===== src/rtl/addsub_pkg.sv =====
// Shared types for the add/sub/accumulate pipeline.
package addsub_pkg;

  localparam int unsigned DEFAULT_WIDTH = 8;

  // Opcode carried alongside each operand word
  typedef enum logic [1:0] {
    OP_ADD  = 2'd0,
    OP_SUB  = 2'd1,
    OP_ACC  = 2'd2,
    OP_LOAD = 2'd3
  } op_e;

endpackage


===== src/rtl/addsub_core.sv =====
// Combinational stage-2 function: (op, a, b, acc) -> (rez, ovf, acc_next).
// Define ADDSUB_SAT_EN to make ACC saturate at all-ones instead of wrapping.
module addsub_core
  import addsub_pkg::*;
#(
  parameter int unsigned WIDTH = DEFAULT_WIDTH,
  localparam int unsigned RW   = WIDTH + 1
) (
  input  op_e              op,
  input  logic [WIDTH-1:0] a,
  input  logic [WIDTH-1:0] b,
  input  logic [RW-1:0]    acc,
  output logic [RW-1:0]    rez,
  output logic             ovf,
  output logic [RW-1:0]    acc_next
);

  localparam int unsigned SW = RW + 1;

  logic [RW-1:0] a_ext;
  logic [RW-1:0] b_ext;
  logic [SW-1:0] acc_sum;

  assign a_ext   = RW'(a);
  assign b_ext   = RW'(b);
  assign acc_sum = SW'(acc) + SW'(a);

  // Result, flag and next accumulator per opcode; acc holds unless ACC/LOAD
  always_comb begin
    rez      = '0;
    ovf      = 1'b0;
    acc_next = acc;
    case (op)
      OP_ADD: begin
        rez = a_ext + b_ext;
      end
      OP_SUB: begin
        rez = a_ext - b_ext;
        ovf = (a < b);
      end
      OP_ACC: begin
`ifdef ADDSUB_SAT_EN
        if (acc_sum[RW]) begin
          rez = '1;
          ovf = 1'b1;
        end else begin
          rez = acc_sum[RW-1:0];
        end
`else
        rez = acc_sum[RW-1:0];
        ovf = acc_sum[RW];
`endif
        acc_next = rez;
      end
      OP_LOAD: begin
        rez      = a_ext;
        acc_next = a_ext;
      end
      default: ;
    endcase
  end

endmodule


===== src/rtl/addsub_acc_pipe.sv =====
// Two-stage add/sub/accumulate pipeline with valid/ready handshake.
// ADDSUB_SAT_EN (see addsub_core) selects saturating accumulation.
module addsub_acc_pipe
  import addsub_pkg::*;
#(
  parameter int unsigned WIDTH = DEFAULT_WIDTH,
  localparam int unsigned RW   = WIDTH + 1
) (
  input  logic             Clk_in,
  input  logic             Rst_in,
  input  logic [WIDTH-1:0] A_in,
  input  logic [WIDTH-1:0] B_in,
  input  logic [1:0]       Sel_in,
  input  logic             Valid_in,
  output logic             Ready_out,
  output logic [RW-1:0]    Rez_out,
  output logic             Ovf_out,
  output logic             Valid_out,
  input  logic             Ready_in
);

  logic [WIDTH-1:0] a1;
  logic [WIDTH-1:0] b1;
  op_e              op1;
  logic             v1;
  logic [RW-1:0]    acc;

  logic             en;
  logic [RW-1:0]    core_rez;
  logic             core_ovf;
  logic [RW-1:0]    core_acc_next;

  // Whole pipeline advances together whenever stage 2 is empty or draining
  assign en        = !Valid_out || Ready_in;
  assign Ready_out = en;

  addsub_core #(.WIDTH(WIDTH)) u_core (
    .op       (op1),
    .a        (a1),
    .b        (b1),
    .acc      (acc),
    .rez      (core_rez),
    .ovf      (core_ovf),
    .acc_next (core_acc_next)
  );

  // Stage 1 and stage 2 registers; acc only moves with a valid ACC/LOAD word
  always_ff @(posedge Clk_in) begin
    if (Rst_in) begin
      a1        <= '0;
      b1        <= '0;
      op1       <= OP_ADD;
      v1        <= 1'b0;
      Rez_out   <= '0;
      Ovf_out   <= 1'b0;
      Valid_out <= 1'b0;
      acc       <= '0;
    end else if (en) begin
      a1        <= A_in;
      b1        <= B_in;
      op1       <= op_e'(Sel_in);
      v1        <= Valid_in;
      Rez_out   <= core_rez;
      Ovf_out   <= core_ovf;
      Valid_out <= v1;
      if (v1 && (op1 == OP_ACC || op1 == OP_LOAD)) begin
        acc <= core_acc_next;
      end
    end
  end

endmodule

===== config.mk =====
export PLATFORM = sky130hd
export DESIGN_NAME = addsub_acc_pipe
export DESIGN_NICKNAME = d
export VERILOG_FILES = /design/src/rtl/addsub_pkg.sv /design/src/rtl/addsub_core.sv /design/src/rtl/addsub_acc_pipe.sv
export SDC_FILE = /design/constraint.sdc
export NUM_CORES = 1
export LEC_CHECK = 0
export CORE_ASPECT_RATIO = 1.4
export CORE_MARGIN = 2
export CORE_UTILIZATION = 35
export CTS_CLUSTER_SIZE = 40
export DETAILED_ROUTE_END_ITERATION = 10
export PLACE_DENSITY = 0.65
export SETUP_SLACK_MARGIN = 0.02
export SYNTH_ARGS = -nofsm -noshare
export SYNTH_HDL_FRONTEND = slang
export SYNTH_SLANG_ARGS = --single-unit
export TNS_END_PERCENT = 30

===== constraint.sdc =====
create_clock -name Clk_in -period 4.26 [get_ports Clk_in]
set_input_delay 1.278 -clock Clk_in [delete_from_list [all_inputs] [get_ports Clk_in]]
set_output_delay 1.278 -clock Clk_in [all_outputs]
set_load 0.01 [all_outputs]

After elaboration in Yosys (flattened, before gate mapping)

Index checks and enable logic that the tools add are counted.

Flip-flop bits (word level): 39
Output and inout bits: 12
Logic and storage cells: 25

Add/sub/neg operators: 3
Magnitude comparators: 1
Eq/ne operators: 3
Mux-type cells: 3
Reduce and logical (&&, ||, !) cells: 7

Operators by type and width:

| operator                                      | number |
|---|---|
| case mux 9 bit (4 select lines)               | 1 |
| case mux 9 bit (2 select lines)               | 1 |
| adder 9 x 8 -> 10 bit                         | 1 |
| adder 8 x 8 -> 9 bit                          | 1 |
| subtractor 8 x 8 -> 9 bit                     | 1 |
| less-than comparator 8 bit                    | 1 |
| == test 2 bit, second input constant          | 2 |
| AND reduction 3 bit                           | 1 |
| == test 2 x 1 -> 1 bit, second input constant | 1 |
| zero test 2 bit                               | 1 |
| logical OR 1 bit                              | 2 |
| case mux 1 bit (2 select lines)               | 1 |
| nonzero test 2 bit                            | 1 |
| logical AND 1 bit                             | 1 |
| zero test 1 bit                               | 1 |

Depth between registers and ports, before layout

Gate-level depths: netlist of run 1.

Depth in word-level cells: 4
Gate-level depth with buffers: 10
Depth with buffers taken out: 10

Modules after synthesis

Synthesis of run 1 repeated with hierarchy kept, for this count alone.

Cells, all modules: 366
Area total of the unflattened synthesis: 2805.2 µm²

Modules (own cells, without submodules):

| module          | instances | cells an instance | area each (µm²) | seq. area each (µm²) |
|---|---|---|---|---|
| addsub_acc_pipe | 1         | 170               | 1433.9          | 780.7 |
| addsub_core     | 1         | 196               | 1371.3          | 0.0 |

Worst setup path after synthesis of run 1

No wires, ideal clock.

Path type: input-to-output
Start point: in Ready_in
End point: out Ready_out
Arrival: 1.927 ns
Required time: 2.982 ns
Path slack: 1.055 ns
Stages: 4
Buffers on the path: 2
Cell sequence: nor2b_1 -> clkbuf_1 -> inv_1 -> buf_1

Longest elaborated chain between the ends: 1

RTL lines:

| element            | line                  | text |
|---|---|---|
| start: declaration | addsub_acc_pipe.sv:19 | `input logic Ready_in` |
| logical OR 1 bit   | addsub_acc_pipe.sv:34 | `assign en = !Valid_out \|\| Ready_in;` |
| end: declaration   | addsub_acc_pipe.sv:15 | `output logic Ready_out,` |

No other way between the ends.

Final worst setup path of run 1

Ends and elaborated chain as after synthesis.

==> results of run 1 <==
[metal layers]
layer,part of all wire,GRT usage,up-vias
met5,0,0,-
met4,0.026,0.0776,0
met3,0.024,0.0197,10
met2,0.53,0.300,45
met1,0.42,0.178,1135
li1,-,-,1257
[cells in the mapped netlist, types with 2 or more instances]
cell type,n,share of area
xnor2_1,10,0.032
nand3b_1,2,0.0054
a211oi_1,7,0.019
nor3_1,5,0.0090
buf_6,2,0.0081
a221oi_1,2,0.0063
a22oi_1,2,0.0054
o21ai_0,19,0.034
nand2_1,48,0.065
dfxtp_1,39,0.28
xor2_1,7,0.022
mux2i_1,5,0.018
o21bai_1,3,0.0081
clkbuf_1,10,0.014
o22ai_1,2,0.0045
a221oi_2,3,0.016
o21a_1,2,0.0054
nand3_1,2,0.0036
a21o_1,5,0.014
buf_1,2,0.0027
ha_1,28,0.13
fa_1,3,0.022
a21oi_1,42,0.076
buf_2,4,0.0072
nor2b_1,5,0.011
inv_1,20,0.027
nor2_1,31,0.042
nand2b_1,5,0.011
[where the power goes]
part	switching (W)	internal, W
Clock	0.000137	0.000115
Combinational	0.000134	0.000121
Sequential	0.0000245	0.000389
Total	0.000296	0.000625
[logic make-up after synthesis]
| logic type | share of synthesized area |
|---|---|
| buffers and inverters | 0.0632 |
| AND/OR/NAND/NOR | 0.173 |
| adder cells (fa/ha/maj) | 0.148 |
| AO/OA/AOI/OAI | 0.262 |
| flip-flops | 0.282 |
| XOR/XNOR | 0.0537 |
| multiplexers | 0.0181 |
[cell usage in the layout, fill, tap and decap left out, types with 4 or more instances in the layout]
cell,n
clkdlybuf4s50_1,33
nor3_1,5
a211oi_1,7
dfxtp_1,39
inv_1,20
xor2_1,7
nand2_1,48
nand2b_1,5
o21ai_0,19
mux2i_1,5
xnor2_1,10
a21o_1,5
nor2b_1,4
clkbuf_8,5
nor2_1,31
ha_1,28
a21oi_1,42
[flip-flops by register name, summed over array words and instances, names as in the netlist]
signal and cells:
v1 1, a1 8, Valid_out 1, Rez_out 9, acc 9, b1 8, Ovf_out 1, op1 2
[final cells by class]
cell class              instances  area, µm²
inverters                      20       75.1
fillers                       836       4460
multi-input cells             267       1820
clock inverters                 2       12.5
flip-flops and latches         39        781
clock buffers                   6       72.6
repair buffers                 36        353
well taps                     100        125
[worst min-delay path, stage by stage (launching register included)]
cell     delay [ns]
dfxtp_1        0.32
nand2_1        0.05
a21oi_1        0.05
[how the worst min path moves through the flow]
stage               startpoint    endpoint  slack [ns]
floorplan               acc[2]      acc[2]        0.44
global placement    Rez_out[1]  Rez_out[1]        0.45
detailed placement  Rez_out[1]  Rez_out[1]        0.45
CTS                 Rez_out[1]  Rez_out[1]        0.46
global route        Rez_out[1]  Rez_out[1]        0.48
finish              Rez_out[1]  Rez_out[1]        0.46
[through the flow]
| stage | instance area, µm² | setup WS (ns) | hold WS (ns) |
|---|---|---|---|
| global route | 3240 | 0.550 | 0.482 |
| detailed placement | 3150 | 0.594 | 0.450 |
| global placement | 3150 | 0.589 | 0.449 |
| finish | 3240 | 0.585 | 0.458 |
| floorplan | 2770 | 1.06 | 0.436 |
| CTS | 3240 | 0.580 | 0.461 |
==> flow_metrics.tcl, run 1 <==
set metrics [dict create \
    synth_fp_nets 399 \
    cts_sinks 39 \
    worstRegToRegCells 5 \
    cp.required_ns 2.98 \
    finalPower_w 0.000921 \
    path_common_cell "clkdlybuf4s50_1" \
    rr_endpoint "acc[2]" \
    vias 2447 \
    rsz0062_at_grt "false" \
    max-vdd-ir-drop_uv 125 \
    io_pins 34 \
    synth-edff-count 0 \
    grt_pass1_vias 2304 \
    rows 38 \
    drive_above_1_share 0.0622 \
    slowest_delay_ns 0.53 \
    overflow 0 \
    cts_setup_buffers 0 \
    nets 422 \
    initial_core_util 0.360 \
    worstPathArrival_ns 2.40 \
    cts.reportedPaths.clkPinSlew_ns 0.08 \
    slew_violations 0 \
    grt_pass1_wl_um 10900 \
    path_max_fanout 2 \
    finalHoldViolCount 0 \
    syn_inst 346 \
    routabilityCongestion 0.850 \
    wl_per_cell_um 14.4 \
    port_buffers 33 \
    dp_cells 462 \
    dr.pass1.iters 4 \
    synth-main-ff-cell "dfxtp_1" \
    final_cells 470 \
    timing.final.crit_share 0.863 \
    chipWidth_um 79.2 \
    clk_latency_ns 0.29 \
    reg2reg_from "op1[0]" \
    yosys_register_bits 39 \
    die_h_um 109 \
    ant_nets 0 \
    drc 0 \
    setup_violations 0 \
    root_buffer "clkbuf_8" \
    syn_avg_cell_area_um2 8.01 \
    cts_max_level 2 \
    status "finished, final reports clean" \
    period_needed_ns 3.68 \
    core_area_mm2 0.00770 \
    endpoint "Ready_out" \
    antenna_found_initial 0 \
    clock_path_buffers 2 \
    antenna_cells 0 \
    worstSetupPathDepth 4 \
    cp-startpoint "Ready_in" \
    path_cells "clkdlybuf4s50_1 -> nor2b_2 -> inv_1 -> clkdlybuf4s50_1" \
    cts_tree "done" \
    worstMarginPinSlew_ns 0.875 \
    detail_route.vias_per_cell 5.21 \
    critical_path_class "in2out" \
    cp_num_buf_inv 3 \
    syn_area_mm2 0.00277 \
    cap_viol_max_count 0 \
    skew_ns 0.00797 \
    slowest_stage "clkdlybuf4s50_1" \
    hp-class "reg2reg" \
    synthArstFlopShare 0 \
    hold_buffers 0 \
    synth_cell_types 59 \
    p_leak_nw 1.32 \
    rrSetupSlack_ns 1.85 \
    slew_headroom 0.416 \
    hold_depth 2 \
    worstSetupEndpointType "output pin" \
    cts.repair.resized 0 \
    wirelength_um 6780 \
    powerDensity_mw_per_mm2 284 \
    yosysWarnings 0 \
    drtIter0Drc 128 \
    grt_max_degree 33 \
    fin_util 0.420 \
    area_delta_synth_final_pct 16.8 \
    cp_top_family "buffers and inverters" \
    start_kind "input port" \
    setup-tns-final_ns 0 \
    grt_use_total 0.161 \
    die-area_mm2 0.00866 \
    cts_made_buffers 5 \
    synth_seq_area_share 0.282 \
    max_freq_ghz 0.272 \
    hpwlAfterDp_um 5060 \
]
Power figures use the tool's default switching activity.
==> run 2: changes to the inputs <==
CORE_MARGIN = unset   (was 2)
CTS_BUF_LIST = sky130_fd_sc_hd__clkbuf_16   (was unset)
CTS_CLUSTER_DIAMETER = 150   (was unset)
==> run 2 against run 1 <==
Combinational power about the same. Via count increased by 0.12%. Sequential cell count unchanged. Total power increased by 12%. Largest cell class unchanged. Final area increased by 2.0%. First-iteration DRC count increased by 80%. Critical path type unchanged. Core utilization increased by 0.83 points. Count of clock-buffer cells in the layout decreased by 1. Sequential power about the same. Routed wire length decreased by 2.6%. Clock skew decreased by 0.0025 ns.
==> flow_metrics.tcl, run 2 (same netlist as run 1, synthesis figures left out) <==
set metrics [dict create \
    fin_hold_ws_ns 0.468 \
    p_sw_frac 0.298 \
    period_needed_ns 3.67 \
    worstSetupEndpointType "output pin" \
    root_buffer "clkbuf_16" \
    dr.pass1.iters 5 \
    path_cells "clkdlybuf4s50_1 -> nor2b_2 -> inv_1 -> clkdlybuf4s50_1" \
    drc 0 \
    finalHoldViolCount 0 \
    p_switching_w 0.000307 \
    hold_depth 2 \
    cp_num_buf_inv 3 \
    worstRegToRegCells 8 \
    cts_tree "done" \
    chipWidth_um 77.2 \
    cts.repair.resized 0 \
    cp.required_ns 2.98 \
    cap_viol_max_count 0 \
    p_int_w 0.000725 \
    cp_top_family "buffers and inverters" \
    path_max_fanout 2 \
    setup_violations 0 \
    slowest_delay_ns 0.53 \
    final_cells 471 \
    worstSetupPathDepth 4 \
    status "finished, final reports clean" \
    clockPowerShare 0.351 \
    grt_pass1_vias 2428 \
    routabilityCongestion 0.833 \
    antenna_found_initial 0 \
    stdcell_area_mm2 0.00330 \
    vias 2450 \
    cts_setup_buffers 0 \
    grt_pass1_wl_um 11400 \
    reg.largest.list "Rez_out: 9 flops, acc: 9 flops" \
    port_buffers 33 \
    p_leak_nw 1.36 \
    placed_area_mm2 0.00316 \
    detail_route.vias_per_cell 5.20 \
    ant_nets 0 \
    cts_sinks 39 \
    cts.reportedPaths.clkPinSlew_ns 0.06 \
    worstMarginPinSlew_ns 0.704 \
    combPwrFrac 0.247 \
    slew_headroom 0.529 \
    grt_use_total 0.174 \
    skew_ns 0.00551 \
    grt_max_degree 33 \
    hpwlAfterDp_um 4990 \
    die-area_mm2 0.00829 \
    worstPathArrival_ns 2.39 \
    p_seq_frac 0.401 \
    drtIter0Drc 231 \
    timing.final.crit_share 0.862 \
    area_delta_synth_final_pct 19.1 \
    rsz0062_at_grt "false" \
    slew_violations 0 \
    max_freq_ghz 0.272 \
    antenna_cells 0 \
    wirelength_um 6610 \
    wl_per_cell_um 14.0 \
    cts_made_buffers 5 \
    path_common_cell "clkdlybuf4s50_1" \
    dp_cells 463 \
    powerDensity_mw_per_mm2 312 \
    die_h_um 107 \
    core_area_mm2 0.00770 \
    cts_max_level 2 \
    final_common_cell "nand2_1" \
    start_kind "input port" \
    final_cell_mix "48 x nand2_1, 42 x a21oi_1, 39 x dfxtp_1" \
    drive_above_1_share 0.0647 \
    slowest_stage "clkdlybuf4s50_1" \
    setup-tns-final_ns 0 \
    max-vdd-ir-drop_uv 155 \
    critical_path_class "in2out" \
    nets 423 \
    clock_path_buffers 2 \
    hold_buffers 0 \
    initial_core_util 0.360 \
    io_pins 34 \
    overflow 0 \
    rows 38 \
    hp-class "reg2reg" \
    clk_latency_ns 0.28 \
]
## run 2: metrics by stage
step	util	power, W	worst slack [ns]
2_1_floorplan	-	0.000595	1.06
6_report	0.429	0.00103	0.589
3_5_place_dp	0.410	0.000676	0.596
5_1_grt	0.429	0.00109	0.545
4_1_cts	0.429	0.00104	0.583
3_3_place_gp	0.410	0.000673	0.592
## run 2: final cells by class
cell class / instances / area (µm²)
multi-input combinational: 267 / 1820
fill: 807 / 4400
clock buffer: 5 / 125
tap: 100 / 125
sequential: 39 / 781
timing repair buffer: 37 / 360
clock inverter: 3 / 16.3
inverter: 20 / 75.1
## run 2: layer usage
metal | vias to the layer above | wire [µm] | global-route usage
li1 | 1255 | - | -
met1 | 1139 | 2770 | 0.193
met2 | 43 | 3480 | 0.320
met3 | 13 | 187 | 0.0271
met4 | 0 | 174 | 0.0795
met5 | - | 0 | 0
## run 2: tightest hold or removal path: cells and delay by family, from the launching register on
kind               cells  cell delay, ns
AOI/OAI and AO/OA      1            0.05
DFF                    1            0.32
and+or+nand+nor        1            0.06
## run 2: power groups by stage
stage	clock network (W)	logic, W	registers, W
2_1_floorplan	0	0.000176	0.000419
3_3_place_gp	0	0.000251	0.000422
3_5_place_dp	0	0.000254	0.000422
4_1_cts	0.000371	0.000255	0.000414
5_1_grt	0.000385	0.000282	0.000418
6_report	0.000363	0.000255	0.000414
## run 2: final timing paths
| kind | end | start | slack, ns |
|---|---|---|---|
| setup / recovery | Ready_out | Ready_in | 0.59 |
| hold / removal | b1[1] | b1[1] | 0.47 |
| setup reg to reg | Rez_out[8] | a1[0] | 1.87 |
| hold reg to reg | b1[1] | b1[1] | 0.47 |
==> run 3: changes to the inputs <==
CORE_MARGIN = 3   (was unset)
==> run 3 against run 2 <==
Sequential share of layout area is 0.12 points higher. Setup slack worse by 0.0061 ns. Via count is 0.69% higher. Critical endpoint unchanged. Cell count is 0.85% lower. Sequential power hardly changed. Count of clock-buffer cells in the layout stayed put. Largest cell class unchanged. Critical path type unchanged. Final area is 0.49% lower. Clock power is 3% lower. Routed wire length is 0.45% higher. Largest power group unchanged. Fmax is 0.17% lower. Die area is 9.1% higher.
==> flow_metrics.tcl, run 3 (same netlist as run 1, synthesis figures left out) <==
set metrics [dict create \
    status "finished, final reports clean" \
    chipWidth_um 81.2 \
    cp_num_buf_inv 3 \
    drtIter0Drc 126 \
    max_freq_ghz 0.272 \
    grt_max_degree 33 \
    hp-start "Rez_out[1]" \
    hold_depth 2 \
    fill_cells 783 \
    ant_nets 0 \
    drive_above_1_share 0.0568 \
    rr_endpoint "acc[2]" \
    nets 422 \
    final_cell_mix "48 x nand2_1, 42 x a21oi_1, 39 x dfxtp_1" \
    start_kind "input port" \
    finalPower_w 0.00102 \
    hold_end "Rez_out[1]" \
    reg2reg_from "op1[1]" \
    cp.required_ns 2.98 \
    worstPathArrival_ns 2.40 \
    initial_core_util 0.367 \
    stdcell_area_mm2 0.00329 \
    rsz0062_at_grt "false" \
    hp-class "reg2reg" \
    drc 0 \
    wl_per_cell_um 14.2 \
    cts_setup_buffers 0 \
    io_pins 34 \
    wirelength_um 6640 \
    hpwlAfterDp_um 4990 \
    cts.reportedPaths.clkPinSlew_ns 0.06 \
    grt_pass1_vias 2446 \
    detail_route.vias_per_cell 5.28 \
    routabilityCongestion 0.894 \
    core_area_mm2 0.00755 \
    area_delta_synth_final_pct 18.5 \
    max-vdd-ir-drop_uv 207 \
    cap_viol_max_count 0 \
    slowest_stage "clkdlybuf4s50_1" \
    port_buffers 33 \
    rows 37 \
    cts_sinks 39 \
    root_buffer "clkbuf_16" \
    multi_input_area_mm2 0.00182 \
    antenna_found_initial 0 \
    worstMarginPinSlew_ns 0.934 \
    dr.pass1.iters 4 \
    final_common_cell "nand2_1" \
    critical_path_class "in2out" \
    final_cells 467 \
    powerDensity_mw_per_mm2 310 \
    cts.repair.resized 0 \
    dp_cells 459 \
    rrSetupSlack_ns 1.70 \
    worstSetupEndpointType "output pin" \
    antenna_cells 0 \
    grt_use_total 0.158 \
    skew_ns 0.00317 \
    die-area_mm2 0.00904 \
    cts_tree "done" \
    clock_path_buffers 2 \
    reg.largest.list "Rez_out: 9 flops, acc: 9 flops" \
    hold_buffers 0 \
    setup-tns-final_ns 0 \
    cp_top_family "buffers and inverters" \
    placed_area_mm2 0.00315 \
    period_needed_ns 3.68 \
    vias 2467 \
    ff_latch_area_um2 781 \
    path_common_cell "clkdlybuf4s50_1" \
    cts_max_level 2 \
    die_h_um 111 \
    clk_latency_ns 0.28 \
    p_leak_nw 1.35 \
    cts_made_buffers 5 \
    finalHoldViolCount 0 \
    path_max_fanout 2 \
    path_cells "clkdlybuf4s50_1 -> nor2b_2 -> inv_1 -> clkdlybuf4s50_1" \
    timing.final.crit_share 0.863 \
    worstRegToRegCells 5 \
    slew_headroom 0.377 \
    slowest_delay_ns 0.54 \
    grt_pass1_wl_um 11400 \
    setup_violations 0 \
    slew_violations 0 \
    overflow 0 \
]
[run 3: cell types whose count changed in the layout (fill, tap and decap cells not counted), sizes merged]
cell      change
buf           -1
clkinv        +1
clkinvlp      -1
[run 3: final cells by class]
class | count | area share
clock inverters | 3 | 0.00343
clock buffers | 5 | 0.0381
inverters | 20 | 0.0228
multi-input cells | 267 | 0.554
repair buffers | 36 | 0.107
well taps | 97 | 0.0369
flip-flops and latches | 39 | 0.238
[run 3: worst max-delay path by stage]
stage,startpoint,endpoint,cells after the start
4_1_cts,Ready_in,Ready_out,4
3_5_place_dp,Ready_in,Ready_out,4
2_1_floorplan,Ready_in,Ready_out,4
5_1_grt,Ready_in,Ready_out,4
6_report,Ready_in,Ready_out,4
3_3_place_gp,Ready_in,Ready_out,4
[run 3: where the power goes]
part	internal (W)	switching [W]	leakage (nW)
clock	0.000211	0.000140	0.0701
sequential	0.000390	0.0000225	0.322
combinational	0.000121	0.000134	0.961
total	0.000721	0.000297	1.35
[run 3: layer usage]
layer | vias to the layer above | wire length (µm) | track usage
met1 | 1132 | 2870 | 0.191
met4 | 0 | 242 | 0.0767
met5 | - | 0 | 0
met3 | 18 | 207 | 0.0195
met2 | 58 | 3320 | 0.269
li1 | 1259 | - | -
[run 3: worst reg2reg max path, stage by stage, from the launching register on]
cell and delay (ns):
dfxtp_1 0.38, ha_1 0.80, o21ai_0 0.26, nor2_1 0.68
o211ai_1 0.20, a21oi_1 0.18
[run 3: stage by stage]
stage	utilization	hold WS [ns]	setup WS [ns]
2_1_floorplan	-	0.436	1.06
3_3_place_gp	0.417	0.443	0.600
3_5_place_dp	0.417	0.446	0.571
4_1_cts	0.435	0.462	0.568
5_1_grt	0.435	0.498	0.532
6_report	0.435	0.459	0.583
